### src/rtl/wb_matmul_master.sv
// Wishbone classic initiator that runs one 2x2 byte-matrix multiply on a memory-mapped
// multiplier: writes A and B, reads back the four 16-bit result elements, aborts on ack timeout.
module wb_matmul_master #(
  parameter logic [31:0] BASE_ADDR = 32'h3000_0000,
  parameter int          TIMEOUT   = 255
) (
  input  logic        wb_clk_i,
  input  logic        wb_rst_ni,
  input  logic        start_i,
  input  logic [31:0] a_i,
  input  logic [31:0] b_i,
  output logic        busy_o,
  output logic        done_o,
  output logic        err_o,
  output logic [15:0] c11_o,
  output logic [15:0] c12_o,
  output logic [15:0] c21_o,
  output logic [15:0] c22_o,
  output logic        wbm_cyc_o,
  output logic        wbm_stb_o,
  output logic        wbm_we_o,
  output logic [3:0]  wbm_sel_o,
  output logic [31:0] wbm_adr_o,
  output logic [31:0] wbm_dat_o,
  input  logic [31:0] wbm_dat_i,
  input  logic        wbm_ack_i,
  output logic [1:0]  dbg_state_o
);

  // Handshake: a transfer completes on the rising edge where cyc, stb and ack are all high;
  // address and write data are held from REQ entry until that edge.

  typedef enum logic [1:0] {IDLE = 2'd0, REQ = 2'd1, GAP = 2'd2, FIN = 2'd3} state_t;

  localparam logic [7:0] TO_LAST = 8'(TIMEOUT - 1);

  state_t      state_q, state_d;
  logic [2:0]  op_q, op_d;
  logic [7:0]  wait_q, wait_d;
  logic [31:0] a_q, a_d, b_q, b_d;
  logic [15:0] c11_q, c11_d, c12_q, c12_d, c21_q, c21_d, c22_q, c22_d;
  logic        err_q, err_d;
  logic        in_req;

  always_ff @(posedge wb_clk_i or negedge wb_rst_ni) begin
    if (!wb_rst_ni) begin
      state_q <= IDLE;
      op_q    <= 3'd0;
      wait_q  <= 8'd0;
      a_q     <= 32'd0;
      b_q     <= 32'd0;
      c11_q   <= 16'd0;
      c12_q   <= 16'd0;
      c21_q   <= 16'd0;
      c22_q   <= 16'd0;
      err_q   <= 1'b0;
    end else begin
      state_q <= state_d;
      op_q    <= op_d;
      wait_q  <= wait_d;
      a_q     <= a_d;
      b_q     <= b_d;
      c11_q   <= c11_d;
      c12_q   <= c12_d;
      c21_q   <= c21_d;
      c22_q   <= c22_d;
      err_q   <= err_d;
    end
  end

  always_comb begin
    state_d = state_q;
    op_d    = op_q;
    wait_d  = wait_q;
    a_d     = a_q;
    b_d     = b_q;
    c11_d   = c11_q;
    c12_d   = c12_q;
    c21_d   = c21_q;
    c22_d   = c22_q;
    err_d   = err_q;
    case (state_q)
      IDLE: begin
        if (start_i) begin
          a_d     = a_i;
          b_d     = b_i;
          err_d   = 1'b0;
          op_d    = 3'd0;
          wait_d  = 8'd0;
          state_d = REQ;
        end
      end
      REQ: begin
        if (wbm_ack_i) begin
          case (op_q)
            3'd2:    c11_d = wbm_dat_i[15:0];
            3'd3:    c12_d = wbm_dat_i[15:0];
            3'd4:    c21_d = wbm_dat_i[15:0];
            3'd5:    c22_d = wbm_dat_i[15:0];
            default: ;
          endcase
          wait_d  = 8'd0;
          state_d = (op_q == 3'd5) ? FIN : GAP;
        end else if (wait_q == TO_LAST) begin
          // Unread result registers keep whatever the previous job left in them.
          err_d   = 1'b1;
          state_d = FIN;
        end else begin
          wait_d = wait_q + 8'd1;
        end
      end
      GAP: begin
        op_d    = op_q + 3'd1;
        wait_d  = 8'd0;
        state_d = REQ;
      end
      FIN:     state_d = IDLE;
      default: state_d = IDLE;
    endcase
  end

  // Bus outputs decode straight from registers so reset removes them without waiting for a clock.
  assign in_req    = (state_q == REQ);
  assign wbm_cyc_o = in_req;
  assign wbm_stb_o = in_req;
  assign wbm_we_o  = in_req && (op_q < 3'd2);
  assign wbm_sel_o = 4'hF;
  assign wbm_adr_o = in_req ? (BASE_ADDR + {27'd0, op_q, 2'b00}) : 32'd0;
  assign wbm_dat_o = (in_req && op_q == 3'd0) ? a_q :
                     (in_req && op_q == 3'd1) ? b_q : 32'd0;

  assign busy_o      = (state_q == REQ) || (state_q == GAP);
  assign done_o      = (state_q == FIN);
  assign err_o       = err_q;
  assign c11_o       = c11_q;
  assign c12_o       = c12_q;
  assign c21_o       = c21_q;
  assign c22_o       = c22_q;
  assign dbg_state_o = state_q;

endmodule

### config.mk
export PLATFORM = sky130hd
export DESIGN_NAME = wb_matmul_master
export DESIGN_NICKNAME = d
export VERILOG_FILES = /design/src/rtl/wb_matmul_master.sv
export SDC_FILE = /design/constraint.sdc
export NUM_CORES = 1
export LEC_CHECK = 0
export ABC_AREA = 0
export BUFFER_PORTS_ARGS = -buffer_cell sky130_fd_sc_hd__buf_2
export CAP_MARGIN = 20
export CORE_AREA = 2 2 118 120
export DETAILED_ROUTE_END_ITERATION = 16
export DIE_AREA = 0 0 120 122
export HOLD_SLACK_MARGIN = 0.15
export PLACE_DENSITY = 0.83
export SETUP_SLACK_MARGIN = 0.05
export SLEW_MARGIN = 30
export SYNTH_ARGS = -nofsm -noshare
export SYNTH_HDL_FRONTEND = slang
export SYNTH_SLANG_ARGS = --single-unit
### constraint.sdc
create_clock -name wb_clk_i -period 2.42 [get_ports wb_clk_i]
set_input_delay 0.605 -clock wb_clk_i [delete_from_list [all_inputs] [get_ports wb_clk_i]]
set_output_delay 0.605 -clock wb_clk_i [all_outputs]
set_load 0.01 [all_outputs]
# Word-level counts from Yosys, hierarchy flattened

Index checks and enable logic that the tools add are counted.

Register bits after elaboration: 142
Input port bits: 100
Output and inout port bits: 140
Word-level logic and storage cells: 64

Add/subtract/negate cells: 3
$lt $le $gt $ge: 1
Eq/ne operators: 14
Mux-type cells: 18
Reduce and logical (&&, ||, !) cells: 18

Operator list:

| operator                                                                     | count |
|---|---|
| 32-bit two-way mux                                                           | 2 |
| 30-bit by 5-bit adder with 31-bit output, first input constant               | 1 |
| 31-bit two-way mux                                                           | 1 |
| 8-bit two-way mux                                                            | 3 |
| 8-bit one-hot mux with 3 select lines                                        | 1 |
| 3-bit AND reduction                                                          | 5 |
| 8-bit by 1-bit adder with 8-bit output, second input constant                | 1 |
| 8-bit equality test, second input constant                                   | 1 |
| 2-bit one-hot mux with 4 select lines                                        | 1 |
| 3-bit by 2-bit equality test with 1-bit output, second input constant        | 2 |
| 3-bit equality test, second input constant                                   | 2 |
| 2-bit two-way mux                                                            | 3 |
| 3-bit one-hot mux with 2 select lines                                        | 1 |
| 2-bit AND reduction                                                          | 3 |
| 2-bit equality test, second input constant                                   | 2 |
| 1-bit two-way mux                                                            | 4 |
| 2-bit != test, second input constant                                         | 2 |
| 4-bit AND reduction                                                          | 1 |
| 2-bit nonzero test                                                           | 2 |
| 3-bit by 1-bit adder with 3-bit output, second input constant                | 1 |
| 3-bit by 1-bit equality test with 1-bit output, second input constant        | 1 |
| 1-bit logical AND                                                            | 3 |
| 3-bit logical NOT                                                            | 1 |
| 3-bit by 2-bit less-than comparator with 1-bit output, second input constant | 1 |
| other kinds (9)                                                              | 9 |

# Longest topological paths before layout

Gate-level depths: netlist (run 1).

Word-level depth: 4
Gate-level depth with buffers: 6
Gate-level depth less buffers: 6

# Worst setup path after synthesis (run 1)

OpenSTA, ideal clock, no wires.

Kind: register to output
From: reg state_q[1] (netlist: dbg_state_o[1])
To: out wbm_dat_o[10]
Arrival time: 1.740 ns
Required time: 1.815 ns
Path slack: 0.075 ns
Stages on the path, launching flop included: 7
Path buffers: 2
Cells stage by stage: dfrtp_1 -> inv_1 -> ha_1 -> nor4bb_1 -> clkbuf_1 -> buf_2 -> a22o_1

Cells in the longest elaborated chain, start to end: 4
Elaborated cells on any way between the ends: 5
Classes of those cells: eq/ne: 1; mux: 2; reduce/logical: 2

RTL lines:

| item                                             | line | text |
|---|---|---|
| from (decl)                                      | 37   | `state_t state_q, state_d;` |
| from (signal assigned)                           | 58   | `state_q <= state_d;` |
| 2-bit by 1-bit equality test with 1-bit output * | 123  | `assign in_req = (state_q == REQ);` |
| via wbm_cyc_o                                    | 19   | `output logic wbm_cyc_o,` |
| 1-bit logical AND                                | 130  | `(in_req && op_q == 3'd1) ? b_q : 32'd0;` |
| 32-bit two-way mux                               | 130  |  |
| 32-bit two-way mux *                             | 129  | `assign wbm_dat_o = (in_req && op_q == 3'd0) ? a_q :` |
| to (decl)                                        | 24   | `output logic [31:0] wbm_dat_o,` |

The timed path passes the listed nets; every way through them passes the cells marked *.

# Worst setup path after layout (run 1)

From: reg op_q[0]
To: out wbm_dat_o[18]

Cells in the longest elaborated chain, start to end: 4
Elaborated cells on any way between the ends: 6
Classes of those cells: eq/ne: 1; mux: 2; reduce/logical: 3

RTL lines:

| item                                           | line | text |
|---|---|---|
| from (decl)                                    | 38   | `logic [2:0] op_q, op_d;` |
| from (signal assigned)                         | 59   | `op_q <= op_d;` |
| 3-bit by 1-bit equality test with 1-bit output | 130  |  |
| 1-bit logical AND                              | 130  |  |
| 32-bit two-way mux                             | 130  |  |
| 32-bit two-way mux *                           | 129  |  |

Mark *: on every way between the ends. The rest lies on a longest branch, timed or not.

==> metrics, run 1 <==
#FFs+latches synth 142; Synth Cell Area 6410 um2; reg2reg start dbg_state_o[1]; RD Place Congestion 0.7863; syn_area_per_cell 14.21 um2; crit-path max FO 8; crit path to wbm_dat_o[18]; VDD IR max 0.7130 mV; Finish-stage setup viols 32; Root Buffer clkbuf_16; Final Hold Violating Endpoints 0; crit path kind flop to output pin; Initial DRC Count 218; CTS tree built; DIE WIDTH 120 um; synth unique cells 37; Final Worst Setup Slack -136.0 ps; CP Depth 7; Hold WC Path Type primary input to async pin; DR vias/cell 5.055; internal power 6.924 mW; Worst R2R Setup Slack 500 ps; Num Clock Sinks 142; core outline area 13500 um2; pwr dens 1222 nW/um2; H-tree depth 4; share of layout cells above drive strength 1 57.55%; Vias 4292; Combinational Power Share 37.2%; final wirelength 14550 um; delay-heaviest family, CP buffers and inverters; Final min period 2556 ps; DR DRC count 0; Clock Skew 11.13 ps; Antenna Nets Post-Route 0; pins over their slew limit 0; # IOs 240; highest-count cells in the layout ignoring fill and taps 187 x buf_2, 141 x dfrtp_1, 109 x mux2_2, 34 x a22o_1, 31 x conb_1; clock power share 26.4%; IO buf count 192; initial antenna violation count 1; Gate Count Post-Synth 451; Placement Cell Area 7473 um2; Slew @ Worst Pin 673.0 ps; critical path cell sequence inv_2 -> ha_4 -> nor4bb_4 -> buf_6 -> buf_12 -> a22o_1 -> buf_2; Placed Instances 806; Top FF cell, synth dfrtp_1; Worst Path Arrival 1950 ps; failing checks negative setup slack; CP endpoint kind output pin; WL met1 5900 um; number of global-route vias before repair 4433; grt ovf 0; Worst slew margin 55.03%; total CTS buffers 17; Syn. warnings 0; Worst Setup SP op_q[0]; unrepaired setup endpoints after global routing yes; layout net count 769; Sw Ratio 31.62%; Peak Freq 391.2 MHz; Slowest cell on crit path dfrtp_1; Max-Cap Viols 0; Setup crit start kind flop; Die H 122 um; largest net degree at the start of global routing 86; most common cell after layout, fill and taps aside buf_2; clk slew on worst S/H paths 60 ps; Core Rows 43; uppermost layer routed met5; LEAKAGE 4.356 nW; first-pass GRT wire length 22700 um; Switch Pwr 3.202 mW; worst-skew pair later-pin latency 420 ps; Synth async-reset ratio 100.0%; Critical R2R Capture c21_o[9]; overall global routing resource usage 20.33%; Critical Path RT 1810 ps; number of enable flip-flop cells after synthesis 0; Layout Area Growth over Synthesis 29.28%; fin area 8287 um2; drt pass-1 iters 4; die area 14640 um2; Final Non-Filler Cells 849; clock tree buffer depth 2; DR WL/cell 17.14 um; Final HPWL DP 9637 um; metal3 WL 770 um; period utilization 105.6%; CTS Hold Bufs 0; register share of total power 36.5%; crit path buf inv count 4; Filler cells 1038; ANT cells 0; slowest cell delay on critical path 400 ps; status finished with violations; worst reg2reg path depth 5; starting density of the core 47.47%; met2 wire length 7546 um; post-synthesis sequential area ratio 55.44%
==> cell usage after synthesis (3+ instances only) <==
library cell    n  area (um2)
mux2_2        109        1227
buf_2          11       55.05
nor3_1          3       15.01
o21ai_0        10       50.05
nand3_1         4       20.02
inv_1           7       26.28
and3_1          3       18.77
and2_1          4       25.02
nand2_1        12       45.04
a21oi_1         5       25.02
dfrtp_1       142        3553
nor2_1          6       22.52
mux2_4         18       270.3
a22o_1         34       297.8
ha_1           13       162.7
buf_4          40       300.3
==> power by group through the flow <==
stage	registers [mW]	logic (mW)	clock network, mW
after floorplan	3.76	2.19	0
after global placement	3.66	3.33	0
after detailed placement	3.73	3.46	0
after CTS	3.69	3.80	2.73
after global routing	3.81	4.05	2.83
final	3.69	3.76	2.67
==> metrics by stage <==
stage | total power, mW | util (%) | hold slack, ps | worst slack (ps) | setup TNS, ps
6_report | 10.13 | 61.36 | 166.8 | -136.0 | -3341
3_5_place_dp | 7.186 | 55.34 | 487.2 | 124.0 | 0
2_1_floorplan | 5.954 | - | 309.4 | 75.14 | 0
5_1_grt | 10.69 | 61.36 | 163.8 | -215.9 | -5759
3_3_place_gp | 6.994 | 55.34 | 473.3 | 166.5 | 0
4_1_cts | 10.22 | 61.50 | 155.8 | -204.0 | -4800
==> cell families (layout without fill, tap and decap cells) <==
logic type / Yosys count / in the layout / synth area share, %
AOI/OAI and AO/OA: 57 / 57 / 7.027
adders and majority gates: 13 / 13 / 2.538
buffers and inverters: 62 / 251 / 6.422
DFF: 142 / 142 / 55.44
muxes: 131 / 131 / 24.03
other: 2 / 31 / 0.1172
and+or+nand+nor: 44 / 44 / 4.431
==> cell type report <==
cell class / instances / area, um2 / area share (%)
clock buffers: 21 / 450.4 / 5.436
clock inverters: 11 / 158.9 / 1.918
inverters: 7 / 26.28 / 0.3171
multi-input cells: 276 / 2614 / 31.54
flip-flops and latches: 142 / 3555 / 42.90
well taps: 180 / 225.2 / 2.718
repair buffers: 212 / 1257 / 15.17
==> routing by layer <==
layer	up-vias	GRT usage (%)
met4	2	8.676
met2	150	35.01
met1	2147	23.68
met3	25	6.039
li1	1968	-
met5	-	0
==> state kept, by name, summed over array words and instances (netlist names) <==
register,flops
b_q,32
c12_o,16
wait_q,8
a_q,32
c21_o,16
op_q,3
err_o,1
dbg_state_o,2
c22_o,16
c11_o,16
==> worst min-delay path by stage <==
stage / from / end / slack [ps] / cells after the start
after detailed placement: c12_o[9] / c12_o[9] / 490 / 1
after global routing: wb_rst_ni / b_q[6] / 160 / 2
after CTS: wb_rst_ni / b_q[4] / 160 / 2
final: wb_rst_ni / a_q[11] / 170 / 2
after floorplan: wb_rst_ni / a_q[0] / 310 / 0
after global placement: c11_o[5] / c11_o[5] / 470 / 1
==> timing repair <==
item,4_1_cts,5_1_grt
buffers inserted,7,3
gates cloned,3,0
pin swaps,3,8
gates resized for setup,20,3
setup endpoints to repair,32,32
==> worst register-to-register path: stages (launching register included) <==
cell     delay [ps]
dfrtp_1         390
inv_2            80
ha_4            140
buf_6           130
nand4_2         540
mux2_2          510
Note: power is estimated with default switching activity, not from simulation.
==> inputs of run 2 (changes only) <==
ABC_AREA = 1   (was 0)
CORE_AREA = 2 2 117 119   (was 2 2 118 120)
DIE_AREA = 0 0 119 121   (was 0 0 120 122)
PLACE_DENSITY = 0.85   (was 0.83)
==> run 2 against run 1 <==
The run now ends clean. Register-to-register slack improved by 120 ps. Clock power decreased by 5%. Non-clock buffer count increased by 8. Critical path depth decreased by 1. Area after synthesis increased by 0.31%. Clock-buffer cell count decreased by 3. Die area decreased by 1.6%. Critical path type unchanged. Largest power group unchanged.
==> metrics, run 2 <==
status completed; crit path buf inv count 3 (-1); top cell type by total area after synthesis dfrtp_1; clk slew on worst S/H paths 60 ps (about the same); register share of total power 34.5% (-2.0 points); met3 GRT Util 6.767% (+0.73 points); post-synthesis sequential area ratio 55.26% (-0.17 points); top-count cell post-synth dfrtp_1; Filler cells 1044 (+0.58%); number of global-route vias before repair 4905 (+11%); Core Rows 42 (-2.3%); Antenna Nets Post-Route 0 (unchanged); Gate Count Post-Synth 667 (+48%); Synth async-reset ratio 100.0% (unchanged); share of Yosys cell area claimed by the top area cell type 55.26% (-0.17 points); Sw Ratio 37.07% (+5.4 points); Syn. warnings 0 (unchanged); most common cell after layout, fill and taps aside buf_2; Final HPWL DP 10560 um (+9.6%); LEAKAGE 4.475 nW (+2.7%); setup TNS 0 ps (+3341 ps); Max-Cap Viols 0 (unchanged); Vias 5187 (+21%); Worst Path Arrival 1740 ps (-210 ps); Initial DRC Count 239 (+9.6%); pwr dens 1334 nW/um2 (+9.2%); VDD IR max 0.6704 mV (-6.0%); clock power share 22.8% (-3.6 points); Num Clock Sinks 142 (unchanged); worst slack at placement 262.7 ps (+138.8 ps); Slew @ Worst Pin 568.2 ps (-104.8 ps); largest net degree at the start of global routing 57 (-34%); highest-count cells in the layout ignoring fill and taps 191 x buf_2, 141 x dfrtp_1, 101 x nand2_1, 73 x nor2_1, 62 x inv_1; initial antenna violation count 0 (-1); overall global routing resource usage 21.78% (+1.4 points); GR Util met2 36.03% (+1.0 points); total CTS buffers 17 (unchanged); Die H 121 um (-0.82%); Peak Freq 426.6 MHz (+9.0%); grt ovf 0 (unchanged); met1 Usage GRT 26.67% (+3.0 points); share of layout cells above drive strength 1 37.07% (-20 points); Final Util 63.84% (+2.5 points); syn_area_per_cell 9.640 um2 (-32%); clock tree buffer depth 2 (unchanged); worst-skew pair later-pin latency 420 ps (about the same); fin area 8353 um2 (+0.80%); delay-heaviest family, CP buffers and inverters; period utilization 96.87% (-8.8 points); layout net count 982 (+28%); Finish-stage setup viols 0 (-100%); Final Hold Violating Endpoints 0 (unchanged); critical path cell sequence inv_2 -> ha_4 -> nand3_4 -> clkbuf_16 -> o22ai_1 -> buf_2; pins over their slew limit 0 (unchanged); final wirelength 15640 um (+7.5%); Layout Area Growth over Synthesis 29.91%; Hold WC Path Type primary input to flop; internal power 7.011 mW (+1.3%); Final Worst Setup Slack 75.75 ps (+211.8 ps); # IOs 240 (unchanged); Switch Pwr 4.129 mW (+29%); Slowest cell on crit path dfrtp_1; Top FF cell, synth dfrtp_1; drt pass-1 iters 4 (unchanged); crit-path max FO 8 (unchanged); Final Non-Filler Cells 1058 (+25%); slowest cell delay on critical path 400 ps (about the same); CTS tree built; largest cells by area after synthesis dfrtp_1 55%, nand2_1 6.0%, mux2_2 5.6%; #FFs+latches synth 142 (unchanged); Combinational Power Share 42.6% (+5.4 points); Final min period 2344 ps (-211.8 ps); Post-synth top cells 142 x dfrtp_1, 102 x nand2_1, 73 x nor2_1; Critical Path RT 1810 ps (about the same); synth unique cells 32 (-14%); IO buf count 192 (unchanged); Pwr Total 11.14 mW (+10%); DIE WIDTH 119 um (-0.83%); starting density of the core 49.14% (+1.7 points); Worst slew margin 61.99% (+7.0 points); core outline area 13090 um2 (-3.1%); unrepaired setup endpoints after global routing yes; die area 14400 um2 (-1.6%); Synth Cell Area 6430 um2 (+0.31%); number of enable flip-flop cells after synthesis 0 (unchanged); DR WL/cell 14.78 um (-14%); largest registers a_q x32, b_q x32; WHS 419.4 ps (+252.6 ps); DR DRC count 0 (unchanged); Clock Skew 5.414 ps (-5.715 ps); Root Buffer clkbuf_16; first-pass GRT wire length 24380 um (+7.4%); RD Place Congestion 0.8416 (+7.0%); CP endpoint kind output pin; crit path kind flop to output pin; ANT cells 0 (unchanged); Setup crit start kind flop; H-tree depth 4 (unchanged); grt peak-use layer met2; DR vias/cell 4.903 (-3.0%); Placement Cell Area 7492 um2 (+0.25%); Placed Instances 1015 (+26%)
-- run 2: cell types whose count changed after synthesis, sizes merged, moves of 31 or more --
cell / previous run / this run
inv: 7 / 70
o22ai: 0 / 33
a21oi: 5 / 64
a22o: 34 / 1
nand2: 12 / 106
nor2: 6 / 77
o21ai: 11 / 42
mux2: 129 / 32
-- run 2: power by group through the flow --
stage          clock, mW  combinational, mW  sequential (mW)
3_5_place_dp           0               4.20             3.88
2_1_floorplan          0               2.50             4.00
4_1_cts             2.59               4.70             3.84
3_3_place_gp           0               4.06             3.82
5_1_grt             2.69               5.20             3.96
6_report            2.54               4.75             3.85
-- run 2: cell families after synthesis --
logic type               count (synthesis)  synth area share [%]
adder cells (fa/ha/maj)                 13                 2.530
XOR/XNOR                                 1                0.1362
buffers and inverters                  136                 10.61
flip-flops                             142                 55.26
AND/OR/NAND/NOR                        199                 13.04
AO/OA/AOI/OAI                          142                 12.71
multiplexers                            32                 5.604
other                                    2                0.1168
-- run 2: metal layers --
layer,part of all wire [%],up-vias,routed length (um)
li1,-,2504,-
met1,41,2450,6410
met2,50,205,7765
met3,7.6,28,1190
met4,1.8,0,276
met5,0,-,0
-- run 2: timing repair --
| item | in CTS | in global routing |
|---|---|---|
| pin swaps | 0 | 1 |
| hold endpoints to repair | 11 | 0 |
| endpoints found under the setup margin | 32 | 31 |
| gates resized for setup | 24 | 6 |
| gates cloned | 3 | 1 |
| buffers inserted | 6 | 0 |
| hold buffers | 1 | 0 |
-- run 2: final cells by class --
class	instances	area, um2	share of cell area, %
Clock buffer	18	439.2	5.258
Clock inverter	14	142.6	1.708
Inverter	70	267.8	3.206
Multi-Input combinational cell	418	2392	28.64
Sequential cell	142	3555	42.56
Tap cell	176	220.2	2.636
Timing Repair Buffer	220	1336	16.00
-- run 2: path summary, 6_finish.rpt --
kind                                     start      endpoint  slack (ps)  cells after the start
worst max-delay path                   op_q[1]  wbm_dat_o[7]          80                      6
worst min-delay path                    b_i[9]        b_q[9]         420                      2
worst max register to register  dbg_state_o[0]      c11_o[5]         620                      7
worst min register to register        c11_o[7]      c11_o[7]         480                      2
max in group asynchronous            wb_rst_ni      c12_o[7]        1040                      3
min in group asynchronous            wb_rst_ni       a_q[26]         730                      2
==> inputs of run 3 (changes only) <==
SETUP_SLACK_MARGIN = 0.5   (was 0.05)
==> run 3 against run 2 <==
Core utilization up 4.4 points. Clock skew up 2.0 ps. Sequential share of layout area down 2.8 points. Largest power group unchanged. Clock power up 8.7%. Clock-buffer cell count up 1. Wire length up 7.5%. Maximum frequency down 1.2%. Die area unchanged. Final cell count up 1.4%. Largest cell class unchanged.
==> metrics, run 3 (synthesized netlist as in run 2, its figures left out) <==
DR vias/cell 4.970 (+1.4%); CTS tree built; worst-skew pair later-pin latency 420 ps (about the same); worst slack at placement 357.6 ps (+94.85 ps); unrepaired setup endpoints after global routing yes; final wirelength 16810 um (+7.5%); overall global routing resource usage 22.79% (+1.0 points); DR WL/cell 15.67 um (+6.0%); layout net count 997 (+1.5%); Die H 121 um (unchanged); Vias 5333 (+2.8%); Final min period 2372 ps (+28.15 ps); # IOs 240 (unchanged); Critical Path RT 1810 ps (about the same); Final Hold Violating Endpoints 0 (unchanged); Final HPWL DP 10570 um (+0.14%); Peak Freq 421.5 MHz (-1.2%); Clock Skew 7.444 ps (+2.031 ps); crit path kind flop to output pin; first-pass GRT wire length 25570 um (+4.9%); die area 14400 um2 (unchanged); worst reg2reg path depth 9 (+2); largest registers a_q x32, b_q x32; Layout Area Growth over Synthesis 38.96%; Core Rows 42 (unchanged); drt pass-1 iters 5 (+1); Slew @ Worst Pin 528.4 ps (-39.75 ps); Setup crit start kind flop; Worst R2R Setup Slack 550 ps (-70 ps); share of layout cells above drive strength 1 42.08% (+5.0 points); CP endpoint kind output pin; RD Place Congestion 0.8379 (-0.44%); reg2reg start dbg_state_o[0]; hold endpoint b_q[22]; most common cell after layout, fill and taps aside buf_2; Worst Hold Depth 2 (unchanged); period utilization 98.03% (+1.2 points); Initial DRC Count 365 (+53%); pwr dens 1400 nW/um2 (+5.0%); core outline area 13090 um2 (unchanged); clk slew on worst S/H paths 60 ps (about the same); starting density of the core 49.14% (unchanged); Hold WC Path Type primary input to flop; VDD IR max 0.6516 mV (-2.8%); pins over their slew limit 0 (unchanged); Num Clock Sinks 142 (unchanged); Final Worst Setup Slack 47.60 ps (-28.15 ps); Max-Cap Viols 0 (unchanged); IO buf count 192 (unchanged); Critical R2R Capture c11_o[8]; DR DRC count 0 (unchanged); H-tree depth 4 (unchanged); crit-path max FO 16 (+8); highest-count cells in the layout ignoring fill and taps 177 x buf_2, 140 x dfrtp_1, 99 x nand2_1, 73 x nor2_1, 59 x inv_1; Finish-stage setup viols 0 (unchanged); Antenna Nets Post-Route 0 (unchanged); total CTS buffers 17 (unchanged); Worst slew margin 64.77% (+2.8 points); clock tree buffer depth 2 (unchanged); initial antenna violation count 1 (+1); DIE WIDTH 119 um (unchanged); worst hold path startpoint b_i[22]; status completed; LEAKAGE 4.660 nW (+4.1%); WHS 419.7 ps (+0.3890 ps); Pwr Total 12.51 mW (+12%); largest net degree at the start of global routing 56 (-1.8%); Root Buffer clkbuf_16; number of global-route vias before repair 5128 (+4.5%); Worst Path Arrival 1770 ps (+30 ps); grt ovf 0 (unchanged)
## run 3: cell types whose count changed in the layout (fill, tap and decap cells not counted), moves of 3 or more
cell       previous run  this run
o22ai_1              30         1
o22ai_2               3        25
buf_6                 2        22
buf_2               191       177
buf_4                16        24
o22ai_4               0         7
bufinv_16             2         5
inv_1                62        59
## run 3: worst max-delay path: stages, from the launching register on
cell	delay, ps
dfrtp_1	400
inv_2	110
ha_4	170
nand3_4	130
buf_12	200
o22ai_2	160
buf_2	170
## run 3: what timing repair did
action,CTS,global route
endpoints found under the setup margin,41,69
gates cloned,4,1
pin swaps,0,11
buffers inserted,12,12
gates resized for setup,27,32
hold buffers,1,0
hold endpoints to repair,2,0
## run 3: how the worst max path moves through the flow
| stage | cells after the start | startpoint | slack [ps] | to |
|---|---|---|---|---|
| after floorplan | 6 | dbg_state_o[1] | 500 | wbm_dat_o[10] |
| after global placement | 7 | op_q[0] | 360 | wbm_dat_o[12] |
| after detailed placement | 7 | op_q[0] | 360 | wbm_dat_o[12] |
| after CTS | 6 | dbg_state_o[1] | 30 | wbm_dat_o[31] |
| after global routing | 6 | op_q[0] | -10 | wbm_dat_o[1] |
| final | 6 | op_q[0] | 50 | wbm_dat_o[3] |
## run 3: layout make-up
class                      instances  area (um2)
sequential                       142        3556
inverter                          70       270.3
fill                             968        4150
clock inverter                    12       193.9
tap                              176       220.2
timing repair buffer             235        1579
clock buffer                      19       432.9
multi-input combinational        418        2680
antenna                            1       2.502
## run 3: per-layer routing
| layer | vias to the layer above | GRT usage [%] | part of all wire (%) |
|---|---|---|---|
| met2 | 202 | 39.33 | 51 |
| met5 | - | 0 | 0 |
| li1 | 2545 | - | - |
| met3 | 28 | 6.438 | 6.1 |
| met1 | 2558 | 27.36 | 40 |
| met4 | 0 | 8.110 | 2.0 |
## run 3: metrics by stage
step	TNS (ps)	instance area [um2]	cells	utilization (%)
finish	0	8935	1073	68.28
floorplan	0	6797	696	-
detailed placement	0	7700	1011	58.84
global placement	0	7700	1011	58.84
global route	-45.65	8932	1072	68.26
CTS	0	8633	1059	65.98
## run 3: where the power goes
group          leakage, nW  internal [mW]  switching, mW
clock                0.303           1.81          0.951
sequential            1.76           3.37          0.489
combinational         2.60           2.76           3.13
total                 4.66           7.94           4.57
